--- src/rtl/counter_run_ctrl_pkg.sv ---
// Shared codes for the interval-counter run controller: counter state codes,
// command op codes and the controller FSM encoding.
package counter_run_ctrl_pkg;

    localparam int unsigned CNT_W_DEF   = 32;
    localparam int unsigned STATE_W_DEF = 8;
    localparam int unsigned OP_W        = 2;

    // State codes understood by the counter instance.
    localparam logic [7:0] STATE_RESET = 8'd0;
    localparam logic [7:0] STATE_RUN   = 8'd1;
    localparam logic [7:0] STATE_HALT  = 8'd2;

    typedef enum logic [OP_W-1:0] {
        OP_START  = 2'd0,
        OP_PAUSE  = 2'd1,
        OP_RESUME = 2'd2,
        OP_CLEAR  = 2'd3
    } op_e;

    typedef enum logic [1:0] {
        FSM_IDLE  = 2'd0,
        FSM_RUN   = 2'd1,
        FSM_PAUSE = 2'd2,
        FSM_DONE  = 2'd3
    } fsm_e;

endpackage

--- src/rtl/counter_run_ctrl_if.sv ---
// Command port, counter-side signals and status of the run controller.
// master: software side plus the counter value feeding back; slave: the controller.
interface counter_run_ctrl_if
    import counter_run_ctrl_pkg::*;
#(
    parameter int unsigned CNT_W   = CNT_W_DEF,
    parameter int unsigned STATE_W = STATE_W_DEF
) ();

    logic               cmd_valid;
    logic               cmd_ready;
    op_e                cmd_op;
    logic [CNT_W-1:0]   cmd_data;
    logic [CNT_W-1:0]   cfg_interval;
    logic [CNT_W-1:0]   count_in;
    logic [STATE_W-1:0] state;
    logic [CNT_W-1:0]   interval;
    logic               busy;
    logic               done;
    logic               err;

    modport master (
        output cmd_valid, cmd_op, cmd_data, cfg_interval, count_in,
        input  cmd_ready, state, interval, busy, done, err
    );

    modport slave (
        input  cmd_valid, cmd_op, cmd_data, cfg_interval, count_in,
        output cmd_ready, state, interval, busy, done, err
    );

endinterface

--- src/rtl/counter_run_ctrl.sv ---
// Command-driven run controller: starts, pauses, resumes and clears the
// interval counter and halts it exactly on the programmed target count.
module counter_run_ctrl
    import counter_run_ctrl_pkg::*;
#(
    parameter int unsigned CNT_W   = CNT_W_DEF,
    parameter int unsigned STATE_W = STATE_W_DEF
) (
    input  logic               clk,
    input  logic               rst,
    counter_run_ctrl_if.slave  bus
);

    fsm_e             fsm_q;
    fsm_e             fsm_d;
    logic [CNT_W-1:0] target_q;
    logic [CNT_W-1:0] target_d;
    logic [CNT_W-1:0] interval_q;
    logic [CNT_W-1:0] interval_d;
    logic             err_q;
    logic             err_d;
    logic             busy_q;
    logic             done_q;
    logic             accept_c;
    logic             match_c;
    logic [STATE_W-1:0] state_c;

    // Ready whenever out of reset; one command per cycle by construction.
    assign bus.cmd_ready = ~rst;
    assign accept_c      = bus.cmd_valid & ~rst;
    assign match_c       = (bus.count_in == target_q);

    // Next-state, latched operands and illegal-command detection.
    always_comb begin
        fsm_d      = fsm_q;
        target_d   = target_q;
        interval_d = interval_q;
        err_d      = 1'b0;
        case (fsm_q)
            FSM_IDLE: begin
                if (accept_c) begin
                    case (bus.cmd_op)
                        OP_START: begin
                            fsm_d      = FSM_RUN;
                            target_d   = bus.cmd_data;
                            interval_d = bus.cfg_interval;
                        end
                        OP_CLEAR: fsm_d = FSM_IDLE;
                        default:  err_d = 1'b1;
                    endcase
                end
            end
            FSM_RUN: begin
                // CLEAR beats the match; the match beats (and absorbs) PAUSE.
                if (accept_c && bus.cmd_op == OP_CLEAR) begin
                    fsm_d = FSM_IDLE;
                end else begin
                    if (match_c) begin
                        fsm_d = FSM_DONE;
                    end else if (accept_c && bus.cmd_op == OP_PAUSE) begin
                        fsm_d = FSM_PAUSE;
                    end
                    if (accept_c && (bus.cmd_op == OP_START || bus.cmd_op == OP_RESUME)) begin
                        err_d = 1'b1;
                    end
                end
            end
            FSM_PAUSE: begin
                if (accept_c) begin
                    case (bus.cmd_op)
                        OP_RESUME: fsm_d = FSM_RUN;
                        OP_CLEAR:  fsm_d = FSM_IDLE;
                        default:   err_d = 1'b1;
                    endcase
                end
            end
            FSM_DONE: begin
                if (accept_c) begin
                    if (bus.cmd_op == OP_CLEAR) begin
                        fsm_d = FSM_IDLE;
                    end else begin
                        err_d = 1'b1;
                    end
                end
            end
            default: fsm_d = FSM_IDLE;
        endcase
    end

    // State register plus registered status flags derived from the next state.
    always_ff @(posedge clk) begin
        if (rst) begin
            fsm_q      <= FSM_IDLE;
            target_q   <= '0;
            interval_q <= '0;
            err_q      <= 1'b0;
            busy_q     <= 1'b0;
            done_q     <= 1'b0;
        end else begin
            fsm_q      <= fsm_d;
            target_q   <= target_d;
            interval_q <= interval_d;
            err_q      <= err_d;
            busy_q     <= (fsm_d == FSM_RUN) || (fsm_d == FSM_PAUSE);
            done_q     <= (fsm_d == FSM_DONE);
        end
    end

    // Counter state code; HALT in the match cycle so the count never passes target.
    always_comb begin
        state_c = STATE_W'(STATE_RESET);
        if (!rst) begin
            case (fsm_q)
                FSM_RUN:   state_c = match_c ? STATE_W'(STATE_HALT) : STATE_W'(STATE_RUN);
                FSM_PAUSE: state_c = STATE_W'(STATE_HALT);
                FSM_DONE:  state_c = STATE_W'(STATE_HALT);
                default:   state_c = STATE_W'(STATE_RESET);
            endcase
        end
    end

    assign bus.state    = state_c;
    assign bus.interval = interval_q;
    assign bus.busy     = busy_q;
    assign bus.done     = done_q;
    assign bus.err      = err_q;

endmodule

--- src/flat_wrapper.sv ---
// flat-port wrapper written by rule: the top's interface ports become plain ports
module counter_run_ctrl_flat import counter_run_ctrl_pkg::*;
#(
    parameter int unsigned CNT_W   = CNT_W_DEF,
    parameter int unsigned STATE_W = STATE_W_DEF
)
  (clk, rst, bus_cmd_valid, bus_cmd_op, bus_cmd_data, bus_cfg_interval, bus_count_in, bus_cmd_ready, bus_state, bus_interval, bus_busy, bus_done, bus_err);
  counter_run_ctrl_if #(.CNT_W(CNT_W), .STATE_W(STATE_W)) bus_i ();
  input  logic clk;
  input  logic rst;
  input wire logic [$bits(bus_i.cmd_valid)-1:0] bus_cmd_valid;
  input wire logic [$bits(bus_i.cmd_op)-1:0] bus_cmd_op;
  input wire logic [$bits(bus_i.cmd_data)-1:0] bus_cmd_data;
  input wire logic [$bits(bus_i.cfg_interval)-1:0] bus_cfg_interval;
  input wire logic [$bits(bus_i.count_in)-1:0] bus_count_in;
  output wire logic [$bits(bus_i.cmd_ready)-1:0] bus_cmd_ready;
  output wire logic [$bits(bus_i.state)-1:0] bus_state;
  output wire logic [$bits(bus_i.interval)-1:0] bus_interval;
  output wire logic [$bits(bus_i.busy)-1:0] bus_busy;
  output wire logic [$bits(bus_i.done)-1:0] bus_done;
  output wire logic [$bits(bus_i.err)-1:0] bus_err;
  assign bus_i.cmd_valid = bus_cmd_valid;
  assign bus_i.cmd_op = bus_cmd_op;
  assign bus_i.cmd_data = bus_cmd_data;
  assign bus_i.cfg_interval = bus_cfg_interval;
  assign bus_i.count_in = bus_count_in;
  assign bus_cmd_ready = bus_i.cmd_ready;
  assign bus_state = bus_i.state;
  assign bus_interval = bus_i.interval;
  assign bus_busy = bus_i.busy;
  assign bus_done = bus_i.done;
  assign bus_err = bus_i.err;
  counter_run_ctrl #(.CNT_W(CNT_W), .STATE_W(STATE_W)) u_core (.clk(clk), .rst(rst), .bus(bus_i));
endmodule
--- config.mk ---
export PLATFORM = sky130hd
export DESIGN_NAME = counter_run_ctrl_flat
export DESIGN_NICKNAME = d
export VERILOG_FILES = /design/src/rtl/counter_run_ctrl_pkg.sv /design/src/rtl/counter_run_ctrl_if.sv /design/src/rtl/counter_run_ctrl.sv /design/src/flat_wrapper.sv
export SDC_FILE = /design/constraint.sdc
export NUM_CORES = 1
export LEC_CHECK = 0
export CORE_UTILIZATION = 35
export CTS_CLUSTER_SIZE = 40
export DETAILED_ROUTE_END_ITERATION = 8
export GPL_TIMING_DRIVEN = 0
export PLACE_DENSITY = 0.72
export SYNTH_ARGS = -nofsm -noshare
export SYNTH_HDL_FRONTEND = slang
export SYNTH_SLANG_ARGS = --single-unit
--- constraint.sdc ---
create_clock -name clk -period 2.5 [get_ports clk]
set_clock_uncertainty 0.2 [all_clocks]
set_input_delay 0.75 -clock clk [delete_from_list [all_inputs] [get_ports clk]]
set_output_delay 0.75 -clock clk [all_outputs]
set_load 0.03 [all_outputs]
# Yosys cells after proc, flatten, opt, wreduce, memory -nomap -nowiden
# Index checks and enable logic that the tools add are counted.
dict set report classes {
  n_mux 22
  eq_ne 10
  reduce_logical 11
  bitwise 2
}
# op n
set ops {}
lappend ops {{== test 32 bit} 1}
lappend ops {{2-to-1 mux 2 bit} 8}
lappend ops {{case mux 8 bit (2 select lines)} 1}
lappend ops {{== test 2 bit (second input constant)} 6}
lappend ops {{2-to-1 mux 1 bit} 8}
lappend ops {{2-to-1 mux 8 bit} 1}
lappend ops {{case mux 2 bit (2 select lines)} 2}
lappend ops {{case mux 2 bit (4 select lines)} 1}
lappend ops {{== test 2 x 1 -> 1 bit (second input constant)} 3}
lappend ops {{OR reduction 2 bit} 3}
lappend ops {{logical NOT 2 bit} 2}
lappend ops {{case mux 1 bit (4 select lines)} 1}
lappend ops {{logical AND 1 bit} 3}
lappend ops {{AND reduction 3 bit} 1}
lappend ops {{logical OR 1 bit} 2}
lappend ops {{bitwise AND 1 bit} 1}
lappend ops {{NOT 1 bit} 1}
dict set report word_totals {
  out_inout_bits 44
  wordCells 51
  inputBits 101
  register_bits 69
}

# Logic depth before layout (Yosys ltp)
# Gate-level depths: netlist of run 1.
dict set report logic_depth {
  depth_word 9
  mapped_depth 8
  depth_no_buf 8
}

# Worst setup path before layout of run 1
# OpenSTA, ideal clock, no wires.
dict set report synth_timing {
  kind {in2out}
  startpoint {in bus_count_in[26]}
  endpoint {out bus_state[1]}
  path_stages 5
  n_path_buf 0
  path_slack_ps -244
  arrival_ps 1794
  cell_sequence {xor2_1 nor4_1 nand4_1 nor2_2 a22o_1}
}
dict set report synth_via {
  elab_chain_cells 4
}
# element line_no
set synth_rtl {}
lappend synth_rtl {{start, declared} flat_wrapper.sv:15} ;# input wire logic [$bits(bus_i.count_in)-1:0] bus_count_in;
lappend synth_rtl {{== test 32 bit} counter_run_ctrl.sv:31} ;# assign match_c = (bus.count_in == target_q);
lappend synth_rtl {{2-to-1 mux 2 bit} counter_run_ctrl.sv:114} ;# FSM_RUN: state_c = match_c ? STATE_W'(STATE_HALT) : STATE_W'(STATE_RUN);
lappend synth_rtl {{case mux 8 bit (2 select lines)} counter_run_ctrl.sv:113} ;# case (fsm_q)
lappend synth_rtl {{2-to-1 mux 8 bit} counter_run_ctrl.sv:112} ;# if (!rst) begin
lappend synth_rtl {{end, declared} flat_wrapper.sv:17} ;# output wire logic [$bits(bus_i.state)-1:0] bus_state;
# Every way passes these cells.

# Final worst setup path of run 1
dict set report layout_timing {
  startpoint {in bus_count_in[7]}
  endpoint {out bus_state[1]}
}
# Same word-level chain as after synthesis.

==> results of run 1 <==
## cell usage after synthesis, types with 4 or more instances
cell type  number  share of area
nand2_1       130           0.16
xor2_1         32          0.094
inv_1           4         0.0050
dfxtp_1        69           0.46
nor4_1          8          0.017
buf_4           6          0.015
clkbuf_1        7         0.0088
nand3_1        65           0.11
ha_1            5          0.021
buf_2          14          0.024
a21oi_1         5         0.0084
## stage by stage
stage | hold WS [ns] | util | power (mW)
3_5_place_dp | 0.246 | 0.551 | 1.59
4_1_cts | 0.259 | 0.582 | 2.64
5_1_grt | 0.273 | 0.583 | 2.73
3_3_place_gp | 0.241 | 0.551 | 1.59
6_report | 0.254 | 0.583 | 2.61
2_1_floorplan | 0.246 | - | 1.35
## worst min-delay path by stage
stage                     slack [ns]                                    to
after global placement          0.24  u_core.bus.interval[23]$_SDFFE_PP0P_
after floorplan                 0.25       u_core.target_q[0]$_SDFFE_PP0P_
after detailed placement        0.25  u_core.bus.interval[27]$_SDFFE_PP0P_
final                           0.25  u_core.bus.interval[17]$_SDFFE_PP0P_
after global routing            0.27  u_core.bus.interval[14]$_SDFFE_PP0P_
after CTS                       0.26  u_core.bus.interval[17]$_SDFFE_PP0P_
## per-layer routing
metal,vias to the layer above,global-route usage
met2,99,0.317
met4,0,0.0756
li1,1515,-
met5,-,0
met3,15,0.0574
met1,1334,0.228
## timing repair
item                       4_1_cts  5_1_grt
hold buffers                     0        0
pin swaps                       27        1
setup buffers                    2        0
setup endpoints to repair       25        3
gates resized for setup        145        3
## flip-flops by register name, indices dropped and copies added (netlist names)
signal               cells
u_core.bus.interval     32
u_core.bus.err           1
u_core.bus.done          1
u_core.target_q         32
u_core.bus.busy          1
u_core.fsm_q             2
## cells by family (layout without fill, tap and decap cells)
group,after synthesis,in the layout
other,1,6
adder cells (fa/ha/maj),5,5
flip-flops,69,69
AO/OA/AOI/OAI,14,14
buffers and inverters,32,188
XOR/XNOR,32,32
AND/OR/NAND/NOR,220,220
## power by group
group          internal [mW]  switching [mW]
combinational          0.216           0.185
sequential              1.14          0.0240
clock                  0.616           0.432
total                   1.97           0.641
## area by class of cell
type                            instances  area (um2)
Fill cell                             769        3430
Tap cell                              105         131
Inverter                                4        15.0
Multi-Input combinational cell        277        1570
Timing Repair Buffer                  140        1290
Buffer                                 28         164
Clock inverter                          5        82.6
Sequential cell                        69        1380
Clock buffer                           11         151
## critical path, cell delays in order
cell and delay [ns]:
dlygate4sd2_1 0.24, xor2_1 0.15, nor4_1 0.17, nand4_1 0.19, nor2_4 0.20, a22o_4 0.13
buf_6 0.12
==> metrics.md, run 1 <==
| Metric | Value |
|---|---|
| Pre-CTS setup slack | `-1.44 ns` |
| Post-synth EDFFs | `0` |
| Via count | `2,963` |
| HP Class | `register to register` |
| Final setup vio count | `2` |
| Clock-pin slew on the worst setup and hold paths | `0.07 ns` |
| Die span in y | `94.2 um` |
| Share of layout cells above drive strength 1 | `0.169` |
| VDD IR max | `0.368 mV` |
| Status | `finished, violations left` |
| Synth Area in Adders | `0.0210` |
| Compound-cell area share of the yosys netlist | `0.0353` |
| Post-route DRC | `0` |
| Row cnt | `33` |
| Dominant synthesized flop cell | `dfxtp_1` |
| Async set-reset flop share out of synthesis | `0` |
| RR Endpoint | `u_core.bus.busy$_SDFF_PP0_` |
| Diode count | `0` |
| Design area | `4790 um2` |
| CTS tree | `done` |
| Largest net degree at the start of global routing | `13` |
| Largest family of logic cells by synthesized area | `simple AND/OR/NAND/NOR gates` |
| Final RePlAce weighted congestion | `0.766` |
| Placed cell areas | `4530 um2` |
| Final worst slack | `-0.394 ns` |
| Root buffer cell | `clkbuf_8` |
| Hold depth | `2` |
| GRT Util Overall | `0.191` |
| Detail Placement HPWL | `6070 um` |
| Post-Synth Simple-Gate Area | `0.328` |
| First-pass GRT wire length | `13,100 um` |
| Commonest non-fill, non-tap cell in the layout | `nand2_1` |
| Met2 routed WL | `3900 um` |
| Mux contribution to synthesized area | `0` |
| Startpoint types | `primary input` |
| Clock Path Buffers | `2` |
| Period minus WS final | `2.89 ns` |
| DR vias/cell | `4.64` |
| Drt initial violations | `58` |
| GR Overflow Total | `0` |
| Worst skew pair latency | `0.33 ns` |
| Top routing layer in use | `met4` |
| Drt total wl | `8260 um` |
| Num Clock Sinks | `69` |
| Most frequent cells in the layout | `nand2_1 (130), clkdlybuf4s50_1 (99), dfxtp_1 (69)` |
| WP data arrival | `1.94 ns` |
| Post-route ant nets | `0` |
| Input/output buffers | `138` |
| Reg2Reg Setup Slack | `0.33 ns` |
| Initial antenna violation count | `0` |
| Drt first pass iters | `4` |
| Worst Setup EP | `bus_state[1]` |
| WS Path Type | `primary input to output port` |
| Routed wire length per instance | `12.9 um` |
| Met1 Wirelength | `3540 um` |
| Final Non-Filler Cells | `639` |
| Vias in the first global route | `2,867` |
| XOR/XNOR share of the synthesized area | `0.0942` |
| Min-delay src | `u_core.bus.interval[17]$_SDFFE_PP0P_` |
| Post-Syn Area per Cell | `7.98 um2` |
| Initial core utilization | `0.362` |
| Synth cell types | `32` |
| Max-slew violation count | `0` |
| Crit path max fanout | `3` |
| Sum Neg Setup Slack | `-0.759 ns` |
| Syn Inst Count | `373` |
| DR WL met3 | `676 um` |
| Reg2reg path depth | `8` |
| Pleak | `2.24 nW` |
| Max-cap viol count | `0` |
| Final worst path period share | `1.16` |
| Placed instance count | `621` |
| Die W | `94.2 um` |
| Req. time, crit path | `1.55 ns` |
| Worst reg2reg path startpoint | `u_core.target_q[3]$_SDFFE_PP0P_` |
| Final hold viol count | `0` |
| Max Freq | `346 MHz` |
| Unrepaired setup endpoints after global routing | `true` |
| H-tree depth | `3` |
| Total CTS buffers | `9` |
| CP Capture Type | `output port` |
| Register bit total from synthesis | `69` |
| Synthesized area | `2980 um2` |
| Area growth, synth to finish | `61.0%` |
| CP Launch Point | `bus_count_in[7]` |
| Io pins | `145` |
| Final nets | `635` |
| Std-Cell Core Area | `8220 um2` |
| Failing checks | `negative setup slack` |
| Register area share after synthesis | `0.464` |
| YS warnings | `0` |
| Power density cells | `545 nW/um2` |
| Die area | `8870 um2` |
(Power assumes the default switching activity.)
==> run 2: changes to the inputs <==
--- a/config.mk
+++ b/config.mk
@@ -6,6 +6,7 @@
 export NUM_CORES = 1
 export LEC_CHECK = 0
 export CORE_UTILIZATION = 35
+export CTS_BUF_LIST = sky130_fd_sc_hd__clkbuf_4 sky130_fd_sc_hd__clkbuf_8
 export CTS_CLUSTER_SIZE = 40
 export DETAILED_ROUTE_END_ITERATION = 8
 export GPL_TIMING_DRIVEN = 0
==> results of run 2 <==
Same layout as run 1: the final DEF is identical, and so are final timing and power.
